`src/rtl/multicycle_control_fsm.sv`:
```
// Main sequencer for the multicycle RV32I core: walks the shared datapath through
// fetch/decode/execute/memory/writeback, stalling on mem_ready and trapping on bad opcodes.
module multicycle_control_fsm (
  input  logic       clk,
  input  logic       reset,
  input  logic [6:0] op,
  input  logic       zero,
  input  logic       mem_ready,
  output logic       pc_write,
  output logic       adr_src,
  output logic       ir_write,
  output logic       mem_write,
  output logic       reg_write,
  output logic [1:0] result_src,
  output logic [1:0] alu_src_a,
  output logic [1:0] alu_src_b,
  output logic [1:0] alu_op,
  output logic       illegal,
  output logic       instr_done
);

  localparam logic [6:0] OP_LOAD  = 7'b0000011;
  localparam logic [6:0] OP_STORE = 7'b0100011;
  localparam logic [6:0] OP_RTYPE = 7'b0110011;
  localparam logic [6:0] OP_ITYPE = 7'b0010011;
  localparam logic [6:0] OP_BEQ   = 7'b1100011;
  localparam logic [6:0] OP_JAL   = 7'b1101111;
  localparam logic [6:0] OP_JALR  = 7'b1100111;
  localparam logic [6:0] OP_LUI   = 7'b0110111;
  localparam logic [6:0] OP_AUIPC = 7'b0010111;

  localparam logic [1:0] SRC_A_PC    = 2'b00;
  localparam logic [1:0] SRC_A_OLDPC = 2'b01;
  localparam logic [1:0] SRC_A_RD1   = 2'b10;
  localparam logic [1:0] SRC_A_ZERO  = 2'b11;
  localparam logic [1:0] SRC_B_RD2   = 2'b00;
  localparam logic [1:0] SRC_B_IMM   = 2'b01;
  localparam logic [1:0] SRC_B_FOUR  = 2'b10;
  localparam logic [1:0] RES_ALUOUT  = 2'b00;
  localparam logic [1:0] RES_DATA    = 2'b01;
  localparam logic [1:0] RES_ALURES  = 2'b10;
  localparam logic [1:0] ALU_ADD     = 2'b00;
  localparam logic [1:0] ALU_SUB     = 2'b01;
  localparam logic [1:0] ALU_FUNCT   = 2'b10;

  typedef enum logic [3:0] {
    S_FETCH    = 4'd0,
    S_DECODE   = 4'd1,
    S_MEMADR   = 4'd2,
    S_MEMREAD  = 4'd3,
    S_MEMWB    = 4'd4,
    S_MEMWRITE = 4'd5,
    S_EXECR    = 4'd6,
    S_EXECI    = 4'd7,
    S_ALUWB    = 4'd8,
    S_BEQ      = 4'd9,
    S_JAL      = 4'd10,
    S_JALR     = 4'd11,
    S_JALRPC   = 4'd12,
    S_LUI      = 4'd13,
    S_TRAP     = 4'd14
  } state_t;

  state_t state, next_state;

  // Raw enables before the reset gate.
  logic pc_update, branch, ir_en, mw_en, rw_en, done_en;

  always_ff @(posedge clk) begin
    if (reset) state <= S_FETCH;
    else       state <= next_state;
  end

  always_comb begin
    next_state = S_FETCH;
    case (state)
      S_FETCH:    next_state = mem_ready ? S_DECODE : S_FETCH;
      S_DECODE: begin
        case (op)
          OP_LOAD, OP_STORE: next_state = S_MEMADR;
          OP_RTYPE:          next_state = S_EXECR;
          OP_ITYPE:          next_state = S_EXECI;
          OP_BEQ:            next_state = S_BEQ;
          OP_JAL:            next_state = S_JAL;
          OP_JALR:           next_state = S_JALR;
          OP_LUI:            next_state = S_LUI;
          OP_AUIPC:          next_state = S_ALUWB;
          default:           next_state = S_TRAP;
        endcase
      end
      S_MEMADR:   next_state = op[5] ? S_MEMWRITE : S_MEMREAD;
      S_MEMREAD:  next_state = mem_ready ? S_MEMWB : S_MEMREAD;
      S_MEMWB:    next_state = S_FETCH;
      S_MEMWRITE: next_state = mem_ready ? S_FETCH : S_MEMWRITE;
      S_EXECR:    next_state = S_ALUWB;
      S_EXECI:    next_state = S_ALUWB;
      S_ALUWB:    next_state = S_FETCH;
      S_BEQ:      next_state = S_FETCH;
      S_JAL:      next_state = S_ALUWB;
      S_JALR:     next_state = S_JALRPC;
      S_JALRPC:   next_state = S_ALUWB;
      S_LUI:      next_state = S_ALUWB;
      S_TRAP:     next_state = S_TRAP;
      default:    next_state = S_FETCH;
    endcase
  end

  always_comb begin
    pc_update  = 1'b0;
    branch     = 1'b0;
    ir_en      = 1'b0;
    mw_en      = 1'b0;
    rw_en      = 1'b0;
    done_en    = 1'b0;
    adr_src    = 1'b0;
    result_src = RES_ALUOUT;
    alu_src_a  = SRC_A_PC;
    alu_src_b  = SRC_B_RD2;
    alu_op     = ALU_ADD;
    illegal    = 1'b0;
    case (state)
      S_FETCH: begin
        alu_src_b  = SRC_B_FOUR;
        result_src = RES_ALURES;
        ir_en      = mem_ready;
        pc_update  = mem_ready;
      end
      // OldPC+imm lands in ALUOut here so branch/jal/auipc can use it later.
      S_DECODE: begin
        alu_src_a = SRC_A_OLDPC;
        alu_src_b = SRC_B_IMM;
      end
      S_MEMADR: begin
        alu_src_a = SRC_A_RD1;
        alu_src_b = SRC_B_IMM;
      end
      S_MEMREAD: adr_src = 1'b1;
      S_MEMWB: begin
        result_src = RES_DATA;
        rw_en      = 1'b1;
        done_en    = 1'b1;
      end
      S_MEMWRITE: begin
        adr_src = 1'b1;
        mw_en   = 1'b1;
        done_en = mem_ready;
      end
      S_EXECR: begin
        alu_src_a = SRC_A_RD1;
        alu_op    = ALU_FUNCT;
      end
      S_EXECI: begin
        alu_src_a = SRC_A_RD1;
        alu_src_b = SRC_B_IMM;
        alu_op    = ALU_FUNCT;
      end
      S_ALUWB: begin
        rw_en   = 1'b1;
        done_en = 1'b1;
      end
      S_BEQ: begin
        alu_src_a = SRC_A_RD1;
        alu_op    = ALU_SUB;
        branch    = 1'b1;
        done_en   = 1'b1;
      end
      S_JAL: begin
        alu_src_a = SRC_A_OLDPC;
        alu_src_b = SRC_B_FOUR;
        pc_update = 1'b1;
      end
      S_JALR: begin
        alu_src_a = SRC_A_RD1;
        alu_src_b = SRC_B_IMM;
      end
      S_JALRPC: begin
        alu_src_a = SRC_A_OLDPC;
        alu_src_b = SRC_B_FOUR;
        pc_update = 1'b1;
      end
      S_LUI: begin
        alu_src_a = SRC_A_ZERO;
        alu_src_b = SRC_B_IMM;
      end
      S_TRAP:  illegal = 1'b1;
      default: illegal = 1'b1;
    endcase
  end

  // Architectural side effects are suppressed for the whole reset cycle.
  assign pc_write   = ~reset & (pc_update | (branch & zero));
  assign ir_write   = ~reset & ir_en;
  assign mem_write  = ~reset & mw_en;
  assign reg_write  = ~reset & rw_en;
  assign instr_done = ~reset & done_en;

endmodule

```
`config.mk`:
```
export PLATFORM = sky130hd
export DESIGN_NAME = multicycle_control_fsm
export DESIGN_NICKNAME = d
export VERILOG_FILES = /design/src/rtl/multicycle_control_fsm.sv
export SDC_FILE = /design/constraint.sdc
export NUM_CORES = 1
export LEC_CHECK = 0
export CAP_MARGIN = 0
export CORE_AREA = 2 2 41 43
export DETAILED_ROUTE_END_ITERATION = 16
export DIE_AREA = 0 0 43 45
export PLACE_DENSITY = 0.76
export SYNTH_ARGS = -nofsm -noshare
export SYNTH_HDL_FRONTEND = slang
export SYNTH_SLANG_ARGS = --single-unit
```
`constraint.sdc`:
```
create_clock -name clk -period 2.21 [get_ports clk]
set_input_delay 0.3315 -clock clk [delete_from_list [all_inputs] [get_ports clk]]
set_output_delay 0.3315 -clock clk [all_outputs]
set_load 0.01 [all_outputs]
```
# Word level (Yosys, flattened, before mapping)
# Index checks and enable logic that the tools add are counted.
[word_totals]
input_bits = 11
elab_cells = 63
regBits = 4
output_inout_bits = 15
[classes]
n_bitwise = 8
n_mux = 18
eq_ne = 23
reduce_logical = 13
[ops]
columns = ["op", "count"]
rows = [
  ["4-bit one-hot mux with 8 select lines", 2],
  ["4-bit == test, second input constant", 7],
  ["7-bit by 6-bit == test with 1-bit output, second input constant", 3],
  ["7-bit == test, second input constant", 3],
  ["4-bit by 3-bit == test with 1-bit output, second input constant", 4],
  ["5-bit OR reduction", 3],
  ["7-bit by 5-bit == test with 1-bit output, second input constant", 2],
  ["14-bit OR reduction", 1],
  ["2-bit one-hot mux with 2 select lines", 3],
  ["2-bit OR reduction", 5],
  ["3-bit two-way mux", 3],
  ["3-bit OR reduction", 3],
  ["4-bit by 2-bit == test with 1-bit output, second input constant", 2],
  ["7-bit by 2-bit == test with 1-bit output, second input constant", 1],
  ["1-bit two-way mux", 7],
  ["1-bit AND", 6],
  ["2-bit one-hot mux with 3 select lines", 1],
  ["4-bit by 1-bit == test with 1-bit output, second input constant", 1],
  ["4-bit logical NOT", 1],
  ["1-bit one-hot mux with 2 select lines", 2],
  ["1-bit NOT", 1],
  ["1-bit OR", 1],
]

# Logic depth before layout (Yosys ltp)
# Gate-level depths: netlist (run 1).
[logic_depth]
word_depth = 5
ltp_mapped = 6
depth_no_buf = 4

# Worst setup path before layout (run 1)
# No wires, ideal clock.
[synth_path]
path_type = "input port to output port"
from = "input mem_ready"
to = "output pc_write"
slack_ns = 0.589
n_path_buf = 1
path_stages = 5
required_ns = 1.879
arrival_time_ns = 1.290
path_cell_list = "clkbuf_2 or3b_1 a21oi_1 o21bai_1 a21oi_1"
[synth_between]
elab_chain_cells = 3
[synth_rtl]
columns = ["element", "line", "rtl"]
rows = [
  ["from (decl)", "8", "input logic mem_ready,"],
  ["1-bit one-hot mux with 2 select lines", "121", "case (state)"],
  ["1-bit OR", "191", "assign pc_write = ~reset & (pc_update | (branch & zero));"],
  ["1-bit AND", "191", ""],
  ["to (decl)", "9", "output logic pc_write,"],
]
# Every way passes these cells.

# Worst setup path in the final report (run 1)
[layout_path]
from = "register state[2]"
to = "output alu_src_a[0]"
[layout_between]
elab_chain_cells = 3
elab_cells_between_ends = 12
[layout_rtl]
columns = ["element", "line", "rtl"]
rows = [
  ["from (decl)", "64", "state_t state, next_state;"],
  ["from (signal assigned)", "71", "else state <= next_state;"],
  ["4-bit == test (tied with other cells)", "121", ""],
  ["5-bit OR reduction (no line) / 3-bit OR reduction (equally long branches)", "--", ""],
  ["2-bit one-hot mux with 3 select lines (*)", "121", ""],
  ["to (decl)", "15", "output logic [1:0] alu_src_a,"],
]
# Every way passes the cells marked *; elsewhere a longest branch is shown, timed or not.

==> results.json, run 1 <==
{
  "outcome": "finished, final reports clean",
  "setup_tns_ps": 0,
  "drv_cap": 0,
  "fin_total_pwr_mw": 1.23,
  "clock_skew_ps": 4.64,
  "rsz0062_at_grt": "no",
  "ir_worst_vdd_v": 0.000533,
  "startpoint_type": "flop",
  "synth.distinct_cells": 40,
  "grt_pass1_wl_um": 2940,
  "clockBufferDepth": 2,
  "start_util_pct": 43.5,
  "endpoint_kind": "output pin",
  "drv_slew": 0,
  "syn_to_final_growth_pct": 46.3,
  "holdWs_ps": 766,
  "ant_nets": 0,
  "synth_edf_count": 0,
  "synth_cells": 96,
  "fmax_mhz": 469,
  "synth_most_common_cell": "a21oi_1",
  "postSynthAreaPerCell_um2": 6.67,
  "rows": 14,
  "fin_area_um2": 937,
  "nNetsFinal": 134,
  "core_area_um2": 1470,
  "largest_register_ffs": 4,
  "diodes": 0,
  "cts_tree": "built",
  "arrival_ps": 1800,
  "wl_um": 1710,
  "antenna_found_initial": 0,
  "htreeDepth": 1,
  "wire_per_inst_um": 12.5,
  "largestRegisters": "state: 4 flops",
  "wl_met2_um": 853,
  "die_w_um": 43,
  "synth_top_cells_by_count": "10 x a21oi_1, 9 x nor2_1, 6 x nand2_1, 6 x nor3_1",
  "grt-ovfl-total": 0,
  "port_buffers": 25,
  "hp-class": "flop to flop",
  "synth.net_count": 107,
  "async_flop_share_pct": 0,
  "synth_top_area_share_pct": 12.5,
  "cts_sinks": 4,
  "grt_max_degree": 19,
  "criticalPathCategory": "flop to output pin",
  "cp_max_fo": 16,
  "vias": 783,
  "placed_cell_area_um2": 893,
  "synth_area_um2": 641,
  "gp_congestion": 0.792,
  "clock_latency_ps": 240,
  "yosysTopAreaCell": "dfxtp_1",
  "routed_via_density": 5.72,
  "worst_pin_slew_ps": 381,
  "grt_use_total_pct": 19.4,
  "wl_met3_um": 80,
  "drc_errors": 0,
  "p_per_area_nw_per_um2": 1310,
  "clk_pin_slew_worst_paths_ps": 40,
  "yosys-top-cells-area": "dfxtp_1 13%, a21oi_1 7.8%, nor2_1 5.3%",
  "die_area_um2": 1940,
  "yosysSeqAreaShare_pct": 12.5,
  "wl_met1_um": 761,
  "drive_above_1_share_pct": 14.9,
  "fin_crit_sh_pct": 96.4,
  "die_y_um": 45,
  "synthFlopType": "dfxtp_1",
  "final_util_pct": 63.7,
  "ys_warn_count": 0,
  "synth_seq_cells": 4,
  "numCtsBuffers": 3,
  "cp.required_ps": 1880,
  "relSlewSlack_pct": 74.4,
  "first_pass_iters": 3,
  "cts_root_buffer": "clkbuf_4",
  "first_iter_violations": 9,
  "largest-register": "state",
  "place_hpwl_um": 1320,
  "finalSetupViolCount": 0,
  "highest_layer": "met4",
  "grt_pass1_vias": 683,
  "io_pins": 26,
  "hold_viol": 0,
  "period_minus_slack_ps": 2130,
  "p_leak_nw": 0.360,
  "cts_setup_buffers": 0
}
## power by group
| group | switching, mW | internal, mW |
|---|---|---|
| clock network | 0.0305 | 0.0608 |
| logic | 0.449 | 0.505 |
| registers | 0.0755 | 0.112 |
## stage by stage
| step | setup slack (ps) | std cells |
|---|---|---|
| after global placement | -200 | 134 |
| after CTS | 2.30 | 137 |
| after detailed placement | -232 | 134 |
| after floorplan | 589 | 96 |
| final | 79.4 | 137 |
| after global routing | 5.17 | 137 |
## what timing repair did
action	CTS	global route
gates cloned	0	0
hold endpoints to repair	0	0
setup endpoints to repair	2	9
hold buffers	0	0
gates resized for setup	2	10
## worst max-delay path, stage by stage, from the launching register on
cell             delay (ps)
dfxtp_2                 340
buf_4                   190
nor2_1                  220
a21oi_1                 100
o21ai_0                 160
clkdlybuf4s50_1         560
## cell type report
| cell class | count | area [µm²] |
|---|---|---|
| Clock buffer | 3 | 22.5 |
| Tap cell | 16 | 20.0 |
| Timing Repair Buffer | 31 | 295 |
| Sequential cell | 4 | 83.8 |
| Multi-Input combinational cell | 79 | 500 |
| Fill cell | 136 | 534 |
| Inverter | 4 | 15.0 |
## cell usage in the layout, fill, tap and decap left out, types with 2 or more instances in the layout
cell type / n
clkdlybuf4s50_1: 22
a21oi_1: 10
nor2_1: 9
nand2_1: 6
nor3_1: 6
buf_4: 5
nor4_1: 4
o21ai_0: 4
inv_1: 4
clkbuf_4: 3
dfxtp_2: 3
nand2b_2: 2
and2_1: 2
nor2b_1: 2
nand2b_4: 2
xnor2_1: 2
nor3b_1: 2
o21bai_1: 2
nand3b_1: 2
o311ai_0: 2
a31oi_1: 2
a21boi_0: 2
## logic make-up (layout without fill, tap and decap cells)
logic type                Yosys count  after routing  share of synthesized area, %
AOI/OAI and AO/OA                  31             31                          31.3
and+or+nand+nor                    45             45                          39.6
muxes                               1              1                          1.76
xor gates and xnor gates            2              2                          2.73
buffers and inverters              13             38                          12.1
DFF                                 4              4                          12.5
## final timing paths
kind / start / endpoint / slack (ps) / cells after the start
worst min-delay path: state[0]$_SDFF_PP0_ / state[1]$_SDFF_PP0_ / 770 / 4
worst max register to register: state[0]$_SDFF_PP0_ / state[2]$_SDFF_PP0_ / 690 / 5
worst max-delay path: state[2]$_SDFF_PP0_ / alu_src_a[0] / 80 / 5
worst min register to register: state[0]$_SDFF_PP0_ / state[1]$_SDFF_PP0_ / 770 / 4
## layer usage
layer / up-vias / GRT usage (%)
met5: - / 0
met4: 0 / 5.45
met3: 2 / 0
met2: 24 / 36.7
met1: 352 / 24.6
li1: 405 / -
Power figures use the tool's default switching activity.
==> run 2, diff against run 1 <==
Settings changed: CAP_MARGIN 0 to default.
==> results of run 2 <==
No change in the layout: final DEF, timing and power equal those of run 1.
==> run 3, diff against run 2 <==
Settings changed: SLEW_MARGIN from default to 10.
==> results of run 3 <==
No change in the layout: final DEF, timing and power equal those of run 1.
